==> config.mk <==
export PLATFORM = sky130hd
export DESIGN_NAME = latch_bank_ctrl
export DESIGN_NICKNAME = d
export VERILOG_FILES = /design/src/rtl/latch_bank_ctrl.sv
export SDC_FILE = /design/constraint.sdc
export NUM_CORES = 1
export LEC_CHECK = 0
export BUFFER_PORTS_ARGS = -buffer_cell sky130_fd_sc_hd__buf_2
export CORE_UTILIZATION = 59
export DETAILED_ROUTE_END_ITERATION = 6
export PLACE_DENSITY = 0.88
export RECOVER_POWER = 50
export SETUP_SLACK_MARGIN = 0.5
export SLEW_MARGIN = 20
export SYNTH_ARGS = -nofsm -noshare
export SYNTH_HDL_FRONTEND = slang
export SYNTH_SLANG_ARGS = --single-unit
export TNS_END_PERCENT = 30
==> constraint.sdc <==
create_clock -name clk -period 3.5 [get_ports clk]
set_input_delay 0.35 -clock clk [delete_from_list [all_inputs] [get_ports clk]]
set_output_delay 0.35 -clock clk [all_outputs]
set_load 0.03 [all_outputs]
==> src/rtl/latch_bank_ctrl.sv <==
// latch_bank_ctrl: round-robin write sequencer for a bank of NLAT 8-bit latches with shadow readback
// Ports: req_valid/req_addr/req_data/req_ready form two write requesters; done/err report completion;
// lat_d/lat_en/lat_rst drive the latch bank; rd_addr/rd_data read the registered shadow copy.
// Optional LATCH_BANK_CLEAR_EN adds input clr, which restarts INIT from IDLE and clears all shadows.
module latch_bank_ctrl #(
  parameter int NLAT = 4,
  parameter int EN_CYCLES = 1
) (
  input  logic            clk,
  input  logic            rst,
`ifdef LATCH_BANK_CLEAR_EN
  input  logic            clr,
`endif
  input  logic [1:0]      req_valid,
  input  logic [3:0]      req_addr,
  input  logic [15:0]     req_data,
  output logic [1:0]      req_ready,
  output logic [1:0]      done,
  output logic            err,
  output logic            busy,
  output logic [7:0]      lat_d,
  output logic [NLAT-1:0] lat_en,
  output logic            lat_rst,
  input  logic [1:0]      rd_addr,
  output logic [7:0]      rd_data
);
  typedef enum logic [2:0] {INIT, IDLE, SETUP, PULSE, HOLD} state_t;
  state_t st, st_n;
  logic ptr, own, clr_q, xfer, wi, bad;
  logic [1:0] addr, gnt;
  logic [3:0] cnt;
  logic [7:0] shadow [4];
`ifndef LATCH_BANK_CLEAR_EN
  logic clr;
  assign clr = 1'b0;
`endif
  assign xfer = |(req_valid & req_ready);
  assign wi = req_ready[1];
  assign bad = int'(addr) >= NLAT;
  // ready is computed one edge ahead from the sampled valids, so the grant is a pure register
  assign gnt = ptr ? (req_valid[1] ? 2'b10 : {1'b0, req_valid[0]})
                   : (req_valid[0] ? 2'b01 : {req_valid[1], 1'b0});
  always_comb begin
    st_n = st;
    case (st)
      INIT:    st_n = IDLE;
      IDLE:    st_n = clr_q ? INIT : xfer ? SETUP : IDLE;
      SETUP:   st_n = PULSE;
      PULSE:   st_n = (cnt == 4'(EN_CYCLES - 1)) ? HOLD : PULSE;
      HOLD:    st_n = IDLE;
      default: st_n = INIT;
    endcase
  end
  always_ff @(posedge clk) begin
    if (rst) begin
      st <= INIT;
      ptr <= 1'b0;
      own <= 1'b0;
      addr <= 2'd0;
      cnt <= 4'd0;
      clr_q <= 1'b0;
      lat_d <= 8'd0;
      req_ready <= 2'b00;
      done <= 2'b00;
      err <= 1'b0;
      busy <= 1'b1;
      lat_en <= '0;
      lat_rst <= 1'b1;
      rd_data <= 8'd0;
      shadow <= '{default: 8'h00};
    end else begin
      st <= st_n;
      cnt <= (st == PULSE) ? cnt + 4'd1 : 4'd0;
      if (xfer) begin
        ptr <= ~wi;
        own <= wi;
        addr <= wi ? req_addr[3:2] : req_addr[1:0];
        lat_d <= wi ? req_data[15:8] : req_data[7:0];
      end
      // a clear seen in IDLE is acted on next cycle, with ready already forced low
      clr_q <= clr && (st_n == IDLE);
      req_ready <= (st_n == IDLE && !clr) ? gnt : 2'b00;
      done <= (st_n == HOLD) ? (own ? 2'b10 : 2'b01) : 2'b00;
      err <= (st_n == HOLD) && bad;
      busy <= st_n != IDLE;
      lat_en <= (st_n == PULSE && !bad) ? NLAT'(1) << addr : '0;
      lat_rst <= st_n == INIT;
      rd_data <= shadow[rd_addr];
      if (st == HOLD && !bad) shadow[addr] <= lat_d;
      if (st == IDLE && clr_q) shadow <= '{default: 8'h00};
    end
  end
endmodule

**Yosys cells after proc, flatten, opt, wreduce, memory -nomap -nowiden**

Index checks and enable logic that the tools add are counted.

- Add/sub/neg operators: 1
- Order comparisons: 3
- Eq/ne operators: 8
- Shifts and indexed selects: 1
- Multiplexer cells: 15
- Bitwise logic cells: 8
- Reduce and logical (&&, ||, !) cells: 10

Operators with widths:

| cell | number |
|---|---|
| $bwmux W32 | 1 |
| $mux W8 | 4 |
| $bmux W8 S2 | 1 |
| $demux W8 S2 | 1 |
| $mux W2 | 6 |
| $pmux W3 S4 | 1 |
| $reduce_or A2 Y1 | 6 |
| $eq A3 B2 Y1 const B | 3 |
| $eq A3 B1 Y1 const B | 2 |
| $eq A3 B3 Y1 const B | 2 |
| $ge A3 B3 Y1 const B | 2 |
| $logic_not A3 Y1 | 2 |
| $not A2 Y3 | 2 |
| $not A1 Y1 | 5 |
| $add A4 B1 Y4 const B | 1 |
| $logic_not A4 Y1 | 1 |
| $shl A1 B2 Y4 const A | 1 |
| $lt A3 B1 Y1 const B | 1 |
| $mux W3 | 1 |
| $ne A3 B1 Y1 const B | 1 |
| $and A2 B2 Y2 | 1 |
| $logic_and A1 B1 Y1 | 1 |

- Register bits after elaboration: 69
- Bits of input ports: 26

**Logic depth before layout (Yosys ltp)**

Gate-level depths: netlist (run 1).

- Word-level depth: 7
- Mapped depth: 5
- Depth with buffers taken out: 5

**Worst setup path after synthesis (run 1)**

OpenSTA, ideal clock, no wires.

- Path type: register -> register
- Start: reg req_ready[0]
- End: reg lat_d[6]
- Arrival: 1.283 ns
- Slack: 2.096 ns
- Cell stages (with the launch flop): 5
- Period minus slack after synthesis: 1.404 ns
- Path through: dfxtp_1 > a22o_1 > buf_2 > nor2_1 > a221o_1

- Word-level cells in the longest chain between the ends: 2

RTL lines:

| item | RTL line | text |
|---|---|---|
| start, declared | 17 | `output logic [1:0] req_ready,` |
| start signal, assigned | 82 | `req_ready <= (st_n == IDLE && !clr) ? gnt : 2'b00;` |
| $and A2 B2 Y2 | 37 | `assign xfer = \|(req_valid & req_ready);` |
| $reduce_or A2 Y1 | 37 |  |
| end signal, assigned | 78 | `lat_d <= wi ? req_data[15:8] : req_data[7:0];` |
| end, declared | 21 | `output logic [7:0] lat_d,` |

Every way passes these cells.
A chain may end at the register's enable or synchronous reset.

==> summary.md, run 1 <==
| Metric | Value |
|---|---|
| Fill count | 345 |
| GP Congestion | between 0.7 and 0.8 |
| Reg area | approximately 1400 µm² |
| CTS Buffer Depth | 2 |
| Synth-to-layout area growth | 12.15% |
| Synthesized area | 2831 µm² |
| Critical path's slowest cell | clkbuf_1 |
| Most frequent cells after synthesis | dfxtp_1, nand2b_1, mux2i_1, nor2_1, a221o_1 |
| Vias | between 1,500 and 2,000 |
| Failing checks | design-rule violations, max-capacitance violations, max-slew violations |
| Total Nets Final | 325 |
| Clock Latency Late Sink | approximately 340 ps |
| Post-synth EDFFs | 0 |
| Pwr dens | 481.0 nW/µm² |
| All-layer global routing usage | about 24% |
| Kind of critical path | in -> reg |
| Crit path required time | approximately 3700 ps |
| Final setup violation count | 0 |
| Layout Skew | 4.120 ps |
| Count leader, synth | dfxtp_1 |
| Initial antenna violation count | 0 |
| Worst slew pin tran | 2018 ps |
| Crit path arrival time | 2630 ps |
| Largest net degree at the start of global routing | 61 |
| Clk root buf | clkbuf_8 |
| Area share of the largest cell type after synthesis | 48.78% |
| Post-synthesis register bit count | about 70 |
| Ys Warns | 0 |
| Drt initial violations | 144 |
| Num CTS Buffers | 9 |
| Starting Density | 63.28% |
| Slew Viols, Final | a little over 60 |
| Final min period | 2407 ps |
| Top cell family by delay on the critical path | buffers and inverters |
| Synth cell types | 42 |
| Pre-antenna DRT Iters | 6 |
| Leakage | between 1 and 1.5 nW |
| Total of max-cap violations | 1 |
| TritonCTS Sinks | 69 |
| Vias in the first global route | 1,911 |
| Share of cells above drive strength 1 | 17.55% |
| H-tree depth | 3 |
| Die X | 71.28 µm |
| Worst Hold Class | in -> reg |
| Slew headroom | -34.52% |
| Floorplan row count | 24 |
| Sequential-to-total area share from yosys stat | 48.78% |
| Final ANT Viol Nets | 0 |
| # IOs | between 50 and 60 |
| Primary FF master, synth | dfxtp_1 |
| WP buf/inv | 1 |
| Gr ovfl total | 0 |
| Period utilization | 68.76% |
| Drt total wl | around 5600 µm |
| Number of vias per cell | 5.551 |
| Post-synth ARST share | 0% |
| Clock transition at path regs | ~70 ps |
| Final Hold Viols | 0 |
| Avg Cell Area, Syn | 11.33 µm² |
| CP max stage delay | 1410 ps |
| Die Span Y | between 70 and 80 µm |
| Post-CTS sizing | 0 |
| Multi-input gate area | 1320 µm² |
| Routed length per instance | 15.80 µm |
| Post-synth top area cell | dfxtp_1 |
| RSZ-0062 raised after global routing | false |
| WHS | 231.1 ps |
| CP Launch Type | input pin |
| Cell Chain, Critical Path | clkbuf_1 > nor3_2 > a221o_1 |
| Top cells by area, synth | dfxtp_1, mux2i_1, nand2b_1 |
| Die area | 5080 µm² |
| Final HPWL DP | ~3800 µm |
| First-pass GRT wire length | between 9000 and 10,000 µm |
| Setup Buffers After CTS | 0 |
| Critical path capture point type | register |
| Fmax | 415.5 MHz |
| # DRC | 2 |
| CP Max Fanout | 60 |
| Hold buffer count at CTS | 0 |
| Status | finished, violations left |
| CTS tree | built |
| Diodes inserted | 0 |
| Max rail drop VDD | 0.3591 mV |
| Port bufs | 51 |
| Core area | 4474 µm² |
| Mapped Cells | 250 |
| Mapped Nets | 278 |
| Final TNS setup | 0 ps |
[routing by layer]
metal / global-route usage (%) / vias up / wire length [µm]
li1: - / 955 / -
met2: 40.74 / 60 / 2753
met1: 28.75 / 938 / 2431
met3: 6.048 / 12 / 272
met4: 12.44 / 0 / 136
met5: 0 / - / 0
[cell families (layout without fill, tap and decap cells)]
logic type / after synthesis / count (layout) / share of synthesized area, %
flip-flops: 69 / 69 / 48.78
XOR/XNOR: 2 / 2 / 0.6188
adder cells (fa/ha/maj): 2 / 2 / 0.8836
other: 1 / 1 / 0.1324
multiplexers: 40 / 40 / 17.68
AND/OR/NAND/NOR: 98 / 98 / 22.54
buffers and inverters: 19 / 71 / 3.490
AO/OA/AOI/OAI: 19 / 19 / 5.878
[cell usage in the layout (no fill, tap or decap), types with 2 or more instances in the layout]
cell,n
nor2b_1,9
inv_1,4
buf_2,25
dfxtp_1,69
a221o_1,10
mux2i_1,32
clkbuf_8,11
nand4bb_1,2
nand2_1,6
o21ai_0,2
nand3_1,2
nand2b_1,43
a21oi_1,3
nor2_1,16
clkbuf_1,30
nor3b_1,4
and3_1,2
mux4_2,8
nand3b_1,2
ha_1,2
[final timing paths]
kind / slack (ps) / cells after the start / from / end
worst max-delay path: 1090 / 3 / rst / addr[1]
worst min-delay path: 230 / 2 / req_data[8] / lat_d[0]
worst max register to register: 1850 / 3 / st[2] / shadow[22]
worst min register to register: 460 / 1 / cnt[0] / cnt[0]
[report_power, final]
group          total (mW)  internal [mW]  switching [mW]
clock network       0.569          0.296           0.273
registers           0.826          0.805          0.0211
logic               0.132         0.0512          0.0807
[worst register-to-register path, stage by stage (launching register included)]
cell,delay (ps)
dfxtp_1,430
nor3b_4,310
nand3b_1,500
mux2i_1,320
[sequential cells by signal (all words and copies together), names as in the netlist]
register / cells
addr: 2
cnt: 4
req_ready: 2
busy: 1
done: 2
lat_en: 4
own: 1
shadow: 32
st: 3
lat_d: 8
lat_rst: 1
rd_data: 8
ptr: 1
[layout make-up]
cell class / instances / area share [%]
clock buffer: 15 / 5.240
clock inverter: 1 / 0.1576
inverter: 4 / 0.4728
multi-input combinational: 162 / 41.57
sequential: 69 / 43.50
tap: 52 / 2.049
timing repair buffer: 51 / 7.013
[metrics by stage]
stage          worst slack (ps)  instances  total power [mW]  area, µm²  utilization [%]
6_report                   1093        354             1.528       3176            70.97
5_1_grt                   890.9        354             1.585       3176            70.97
4_1_cts                    1823        354             1.539       3239            72.40
3_5_place_dp               1694        338            0.9805       3068            68.57
3_3_place_gp               1715        338            0.9772       3068            68.57
2_1_floorplan              2096        250            0.9384       2831                -
Note: power is estimated with default switching activity, not from simulation.
==> inputs of run 2 (changes only) <==
--- a/config.mk
+++ b/config.mk
@@ -5,10 +5,11 @@
 export SDC_FILE = /design/constraint.sdc
 export NUM_CORES = 1
 export LEC_CHECK = 0
+export ABC_AREA = 1
 export BUFFER_PORTS_ARGS = -buffer_cell sky130_fd_sc_hd__buf_2
-export CORE_UTILIZATION = 59
+export CORE_UTILIZATION = 55
 export DETAILED_ROUTE_END_ITERATION = 6
-export PLACE_DENSITY = 0.88
+export PLACE_DENSITY = 0.83
 export RECOVER_POWER = 50
 export SETUP_SLACK_MARGIN = 0.5
 export SLEW_MARGIN = 20
==> constraint.sdc (replaced) <==
create_clock -name clk -period 2.3 [get_ports clk]
set_input_delay 0.23 -clock clk [delete_from_list [all_inputs] [get_ports clk]]
set_output_delay 0.23 -clock clk [all_outputs]
set_load 0.03 [all_outputs]
==> summary.md, run 2 <==
| Metric | Value |
|---|---|
| Post-synth ARST share | 0% (unchanged) |
| Max rail drop VDD | 0.4085 mV (was 0.3591 mV) |
| Area share of the largest cell type after synthesis | 46.68% (was 48.78%) |
| Count leader, synth | nand2_1 (was dfxtp_1) |
| Status | completed (was finished, violations left) |
| Die Span Y | 75.35 µm (was 71.28 µm) |
| Crit path required time | 2580 ps (was 3730 ps) |
| Number of vias per cell | 4.809 (was 5.551) |
| P_sw | 0.5999 mW (was 0.3749 mW) |
| Biggest regs | shadow x32, lat_d x8, rd_data x8 (unchanged) |
| Layout Skew | 6.595 ps (was 4.120 ps) |
| Final HPWL DP | 4272 µm (was 3779 µm) |
| Final ANT Viol Nets | 0 (unchanged) |
| Comb pwr share | 9.1% (was 8.6%) |
| GP Congestion | 0.8090 (was 0.7147) |
| Clk root buf | clkbuf_8 (unchanged) |
| Pint | 1.757 mW (was 1.153 mW) |
| Max reg flops | 32 (unchanged) |
| CTS Buffer Depth | 2 (unchanged) |
| Mapped Nets | 457 (was 278) |
| Primary FF master, synth | dfxtp_1 (unchanged) |
| Avg Cell Area, Syn | 6.898 µm² (was 11.33 µm²) |
| Most common cell after layout, fill and taps aside | nand2_1 (was dfxtp_1) |
| Floorplan row count | 26 (was 24) |
| Total Nets Final | 503 (was 325) |
| Slew headroom | 28.42% (was -34.52%) |
| Synthesized area | 2959 µm² (was 2831 µm²) |
| First-pass GRT wire length | 10,070 µm (was 9032 µm) |
| Mapped Cells | 429 (was 250) |
| Kind of critical path | reg -> reg (was in -> reg) |
| Starting Density | 57.57% (was 63.28%) |
| Pwr dens | 701.0 nW/µm² (was 481.0 nW/µm²) |
| TritonCTS Sinks | 69 (unchanged) |
| H-tree depth | 3 (unchanged) |
| Period utilization | a little over two thirds |
| CP Max Fanout | 14 (was 60) |
| Hold buffer count at CTS | 0 (unchanged) |
| Core area | 5140 µm² (was 4474 µm²) |
| Num CTS Buffers | 9 (unchanged) |
| Crit path arrival time | 1880 ps (was 2630 ps) |
| Final TNS setup | 0 ps (unchanged) |
| Clock transition at path regs | 70 ps (about the same) |
| Die area | 5678 µm² (was 5080 µm²) |
| Placed cell areas | 3218 µm² (was 3068 µm²) |
| Total of max-cap violations | 0 (was 1) |
| Gr ovfl total | 0 (unchanged) |
| All-layer global routing usage | 24.47% (was 24.20%) |
| Ys Warns | 0 (unchanged) |
| Post-synthesis register bit count | 69 (unchanged) |
| Largest Register | shadow (unchanged) |
| CTS tree | built (unchanged) |
| Port bufs | 51 (unchanged) |
| Sequential-to-total area share from yosys stat | 46.68% (was 48.78%) |
| Worst slew pin tran | 1073 ps (was 2018 ps) |
| Post-CTS sizing | 0 (unchanged) |
| Diodes inserted | 0 (unchanged) |
| Final setup violation count | 0 (unchanged) |
| Final Hold Viols | 0 (unchanged) |
| Synth cell types | 24 (was 42) |
| # DRC | 0 (was 2) |
| Largest net degree at the start of global routing | 38 (was 61) |
| Setup Buffers After CTS | 0 (unchanged) |
| Pre-antenna DRT Iters | 5 (was 6) |
| Drt total wl | 6218 µm (was 5594 µm) |
| Dpl ws | 712.6 ps (was 1694 ps) |
| Post-synth top area cell | dfxtp_1 (unchanged) |
| Top cells by area, synth | dfxtp_1, nand2_1, nor2_1 (was dfxtp_1, mux2i_1, nand2b_1) |
| Initial antenna violation count | 0 (unchanged) |
| Die X | 75.35 µm (was 71.28 µm) |
| Clock Latency Late Sink | 340 ps (about the same) |
| Critical path capture point type | register (unchanged) |
| Worst Hold Class | in -> reg (unchanged) |
| Drt initial violations | 155 (was 144) |
| Net Sw Frac | 25.45% (was 24.54%) |
| Leakage | 1.536 nW (was 1.395 nW) |
| Final min period | 1603 ps |
| CP Launch Type | register (was input pin) |
| Slew Viols, Final | 0 (was 61) |
| Final Instance Area | 3362 µm² (was 3176 µm²) |
| Fmax | 623.8 MHz |
| Vias in the first global route | 2,300 (was 1,911) |
| Most frequent cells in the layout | nand2_1, nor2_1, dfxtp_1 (was dfxtp_1, nand2b_1, mux2i_1) |
| Routed length per instance | 11.33 µm (was 15.80 µm) |
| # IOs | 53 (unchanged) |
| Clock power share | 38.3% (was 37.3%) |
| Synth-to-layout area growth | 13.62% (was 12.15%) |
| Vias | 2,640 (was 1,965) |
| Share of cells above drive strength 1 | 10.44% (was 17.55%) |
| Final Worst Setup Slack | 696.9 ps (was 1093 ps) |
| Post-synth EDFFs | 0 (unchanged) |
| Reg power frac | 52.6% (was 54.1%) |
| RSZ-0062 raised after global routing | false (unchanged) |
| Most frequent cells after synthesis | nand2_1, nor2_1, dfxtp_1, inv_1, a21oi_1 (was dfxtp_1, nand2b_1, mux2i_1, nor2_1, a221o_1) |
-- run 2: changes by cell type in the layout (fill, tap and decap cells not counted), sizes merged, moves of 6 or more --
cell and delta:
a21oi +19, a221o -10, inv +49, mux2i -32, mux4 -8, nand2 +147
nand2b -43, nand3 +9, nor2 +59, nor2b -9, nor3b -6, o211ai +16
-- run 2: power groups by stage --
stage | Clock, mW | Sequential (mW) | Combinational, mW
after floorplan | 0 | 1.30 | 0.122
after global placement | 0 | 1.27 | 0.216
after detailed placement | 0 | 1.27 | 0.220
after CTS | 0.916 | 1.24 | 0.221
after global routing | 0.993 | 1.24 | 0.240
final | 0.901 | 1.24 | 0.216
-- run 2: kinds of logic (layout without fill, tap and decap cells) --
logic type | count (synthesis) | in the layout | share of synthesized area, %
flops | 69 | 69 | 46.68
other cells | 1 | 1 | 0.1267
simple gates | 244 | 244 | 33.78
fa+ha+maj | 2 | 2 | 0.8455
buf+inv | 70 | 120 | 9.809
compound gates | 42 | 42 | 8.457
xor+xnor | 1 | 1 | 0.2960
-- run 2: final timing paths --
path	startpoint	endpoint	slack [ps]	cells past startpoint
setup reg to reg	req_ready[1]	req_ready[0]	700	8
hold / removal	req_valid[0]	req_ready[0]	140	3
hold reg to reg	ptr	ptr	470	2
setup / recovery	req_ready[1]	req_ready[0]	700	8
-- run 2: critical path: stages (launching register included) --
cell and delay [ps]:
dfxtp_1 300, buf_4 170, nand2_1 60, nand2_1 220
inv_1 380, nand2_1 120, nand2_1 70, nand2_1 80
nor2_1 130
-- run 2: layer usage --
layer	share of wire, %	GRT usage, %	vias up
met3	4.5	7.407	9
li1	-	-	1392
met4	1.3	12.14	0
met2	50	40.67	77
met1	44	28.79	1162
met5	0	0	-
-- run 2: cell type report --
class                      count  area [µm²]
timing repair buffer          52       231.5
sequential                    69        1381
tap                           70       87.58
clock inverter                 1       5.005
inverter                      53       198.9
fill                         484        1778
multi-input combinational    290        1285
clock buffer                  14       172.7
-- run 2: through the flow --
| step | power (mW) | utilization (%) | instances | hold WS, ps |
|---|---|---|---|---|
| 2_1_floorplan | 1.420 | - | 429 | 299.1 |
| 3_3_place_gp | 1.481 | 62.61 | 534 | 449.8 |
| 3_5_place_dp | 1.485 | 62.61 | 534 | 459.9 |
| 4_1_cts | 2.376 | 66.07 | 549 | 132.5 |
| 5_1_grt | 2.475 | 65.41 | 549 | 136.9 |
| 6_report | 2.357 | 65.41 | 549 | 142.6 |
==> inputs of run 3 (changes only) <==
--- a/config.mk
+++ b/config.mk
@@ -7,9 +7,9 @@
 export LEC_CHECK = 0
 export ABC_AREA = 1
 export BUFFER_PORTS_ARGS = -buffer_cell sky130_fd_sc_hd__buf_2
-export CORE_UTILIZATION = 55
+export CORE_UTILIZATION = 50
 export DETAILED_ROUTE_END_ITERATION = 6
-export PLACE_DENSITY = 0.83
+export PLACE_DENSITY = 0.8
 export RECOVER_POWER = 50
 export SETUP_SLACK_MARGIN = 0.5
 export SLEW_MARGIN = 20
==> constraint.sdc (replaced) <==
create_clock -name clk -period 1.39 [get_ports clk]
set_input_delay 0.139 -clock clk [delete_from_list [all_inputs] [get_ports clk]]
set_output_delay 0.139 -clock clk [all_outputs]
set_load 0.03 [all_outputs]
==> summary.md, run 3 (synthesis gave the netlist of run 2 again) <==
| Metric | Value |
|---|---|
| Status | completed (unchanged) |
| Final setup violation count | 0 (unchanged) |
| Most common cell after layout, fill and taps aside | nand2_1 (unchanged) |
| Initial antenna violation count | 0 (unchanged) |
| Fin cells | 567 (was 549) |
| Total of max-cap violations | 0 (unchanged) |
| Drt total wl | 6366 µm (was 6218 µm) |
| Critical path's slowest cell | dfxtp_1 (was inv_1) |
| TritonCTS Sinks | 69 (unchanged) |
| WP buf/inv | 1 (was 2) |
| Core area | 5608 µm² (was 5140 µm²) |
| Max reg flops | 32 (unchanged) |
| # DRC | 0 (unchanged) |
| R2R Setup Slk | 190 ps (was 700 ps) |
| Layout Skew | 7.095 ps (was 6.595 ps) |
| Vias in the first global route | 2,514 (was 2,300) |
| Fmax | 829.2 MHz |
| Pwr dens | 1184 nW/µm² (was 701.0 nW/µm²) |
| Die X | 78.93 µm (was 75.35 µm) |
| Biggest regs | shadow x32, lat_d x8, rd_data x8 (unchanged) |
| Total Nets Final | 518 (was 503) |
| Final Hold Viols | 0 (unchanged) |
| Largest net degree at the start of global routing | 34 (was 38) |
| CP max stage delay | 390 ps (was 380 ps) |
| Final TNS setup | 0 ps (unchanged) |
| Clock Latency Late Sink | 340 ps (about the same) |
| CP Max Fanout | 4 (was 14) |
| Vias | 2,706 (was 2,640) |
| Kind of critical path | reg -> out (was reg -> reg) |
| H-tree depth | 3 (unchanged) |
| Top cell family by delay on the critical path | flip-flops (was simple AND/OR/NAND/NOR gates) |
| GP Congestion | 0.7672 (was 0.8090) |
| RSZ-0062 raised after global routing | true (was false) |
| Largest Register | shadow (unchanged) |
| Pre-antenna DRT Iters | 4 (was 5) |
| CTS Buffer Depth | 2 (unchanged) |
| Crit path arrival time | 1070 ps (was 1880 ps) |
| Number of vias per cell | 4.772 (was 4.809) |
| Clk root buf | clkbuf_8 (unchanged) |
| Slew Viols, Final | 0 (unchanged) |
| Cell Chain, Critical Path | clkbuf_1 (was buf_4 > nand2_1 > nand2_1 > inv_1 > nand2_1 > nand2_1 > nand2_1 > nor2_1) |
| Hold buffer count at CTS | 0 (unchanged) |
| Synth-to-layout area growth | 22.54% (was 13.62%) |
| Fill count | 523 (was 484) |
| Die area | 6230 µm² (was 5678 µm²) |
| Routed length per instance | 11.23 µm (was 11.33 µm) |
| Crit path required time | 1250 ps (was 2580 ps) |
| Gr ovfl total | 0 (unchanged) |
| All-layer global routing usage | 22.62% (was 24.47%) |
| Final min period | 1206 ps |
| Drt initial violations | 145 (was 155) |
| Floorplan row count | 27 (was 26) |
| First-pass GRT wire length | 11,000 µm (was 10,070 µm) |
| Port bufs | 51 (unchanged) |
| Die Span Y | 78.93 µm (was 75.35 µm) |
| Period utilization | 86.77% |
| Final ANT Viol Nets | 0 (unchanged) |
| Clock transition at path regs | 70 ps (about the same) |
| CP Launch Type | register (unchanged) |
| Most frequent cells in the layout | nand2_1, nor2_1, dfxtp_1 (unchanged) |
| Placed Cells | 541 (was 534) |
| Critical path capture point type | output port (was register) |
| Max rail drop VDD | 0.7358 mV (was 0.4085 mV) |
| # IOs | 53 (unchanged) |
| Num CTS Buffers | 9 (unchanged) |
| CTS tree | built (unchanged) |
| Diodes inserted | 0 (unchanged) |
| Leakage | 1.657 nW (was 1.536 nW) |
| Final HPWL DP | 4194 µm (was 4272 µm) |
| Share of cells above drive strength 1 | 17.78% (was 10.44%) |
| Worst Hold Class | in -> reg (unchanged) |
| Starting Density | 52.77% (was 57.57%) |
==> run 3: changes by cell type in the layout (fill, tap and decap cells not counted), moves of 3 or more <==
| cell | delta |
|---|---|
| buf_4 | +10 |
| clkbuf_1 | -6 |
| dfxtp_1 | -6 |
| nand2_1 | -5 |
| nand2_2 | +5 |
| buf_2 | +3 |
| dfxtp_2 | +3 |
| dfxtp_4 | +3 |
| nor2_1 | -3 |
| nor2_2 | +3 |
==> run 3: per-layer routing <==
layer  track usage (%)  wire length [µm]  part of all wire, %
met1             27.55              2917                   46
met2             37.48              3007                   47
met3             7.586               359                  5.6
met4             7.455                82                  1.3
met5                 0                 0                    0
==> run 3: final cells by class <==
cell class | count | area, µm² | area share (%)
tap | 72 | 90.09 | 2.484
timing repair buffer | 66 | 374.1 | 10.32
inverter | 53 | 201.4 | 5.556
clock inverter | 4 | 50.05 | 1.380
sequential | 69 | 1396 | 38.51
clock buffer | 12 | 187.7 | 5.176
multi-input combinational | 291 | 1326 | 36.58
==> run 3: timing repair <==
item | 4_1_cts | 5_1_grt
endpoints found under the setup margin | 84 | 86
gates resized for setup | 5 | 10
buffers inserted | 7 | 2
pin swaps | 4 | 4
cloned | 0 | 1
==> run 3: worst paths after layout <==
path / startpoint / to / cells past startpoint
setup / recovery: lat_d[3] / lat_d[3] / 1
hold / removal: req_valid[0] / req_ready[0] / 3
setup reg to reg: req_ready[1] / ptr / 5
hold reg to reg: cnt[0] / cnt[0] / 1
==> run 3: metrics by stage <==
stage	power, mW	hold WS, ps	area [µm²]	util, %	worst slack (ps)
floorplan	2.356	208.1	2990	-	299.3
global placement	2.462	384.4	3277	58.43	193.3
detailed placement	2.468	391.4	3277	58.43	166.1
CTS	4.318	24.36	3607	64.32	234.2
global route	4.467	42.27	3626	64.66	94.78
finish	4.292	47.35	3626	64.66	184.0
==> run 3: report_power, final <==
group	internal, mW	total, mW	switching [mW]
clock	1.09	1.85	0.755
combinational	0.134	0.396	0.262
sequential	2.01	2.05	0.0354
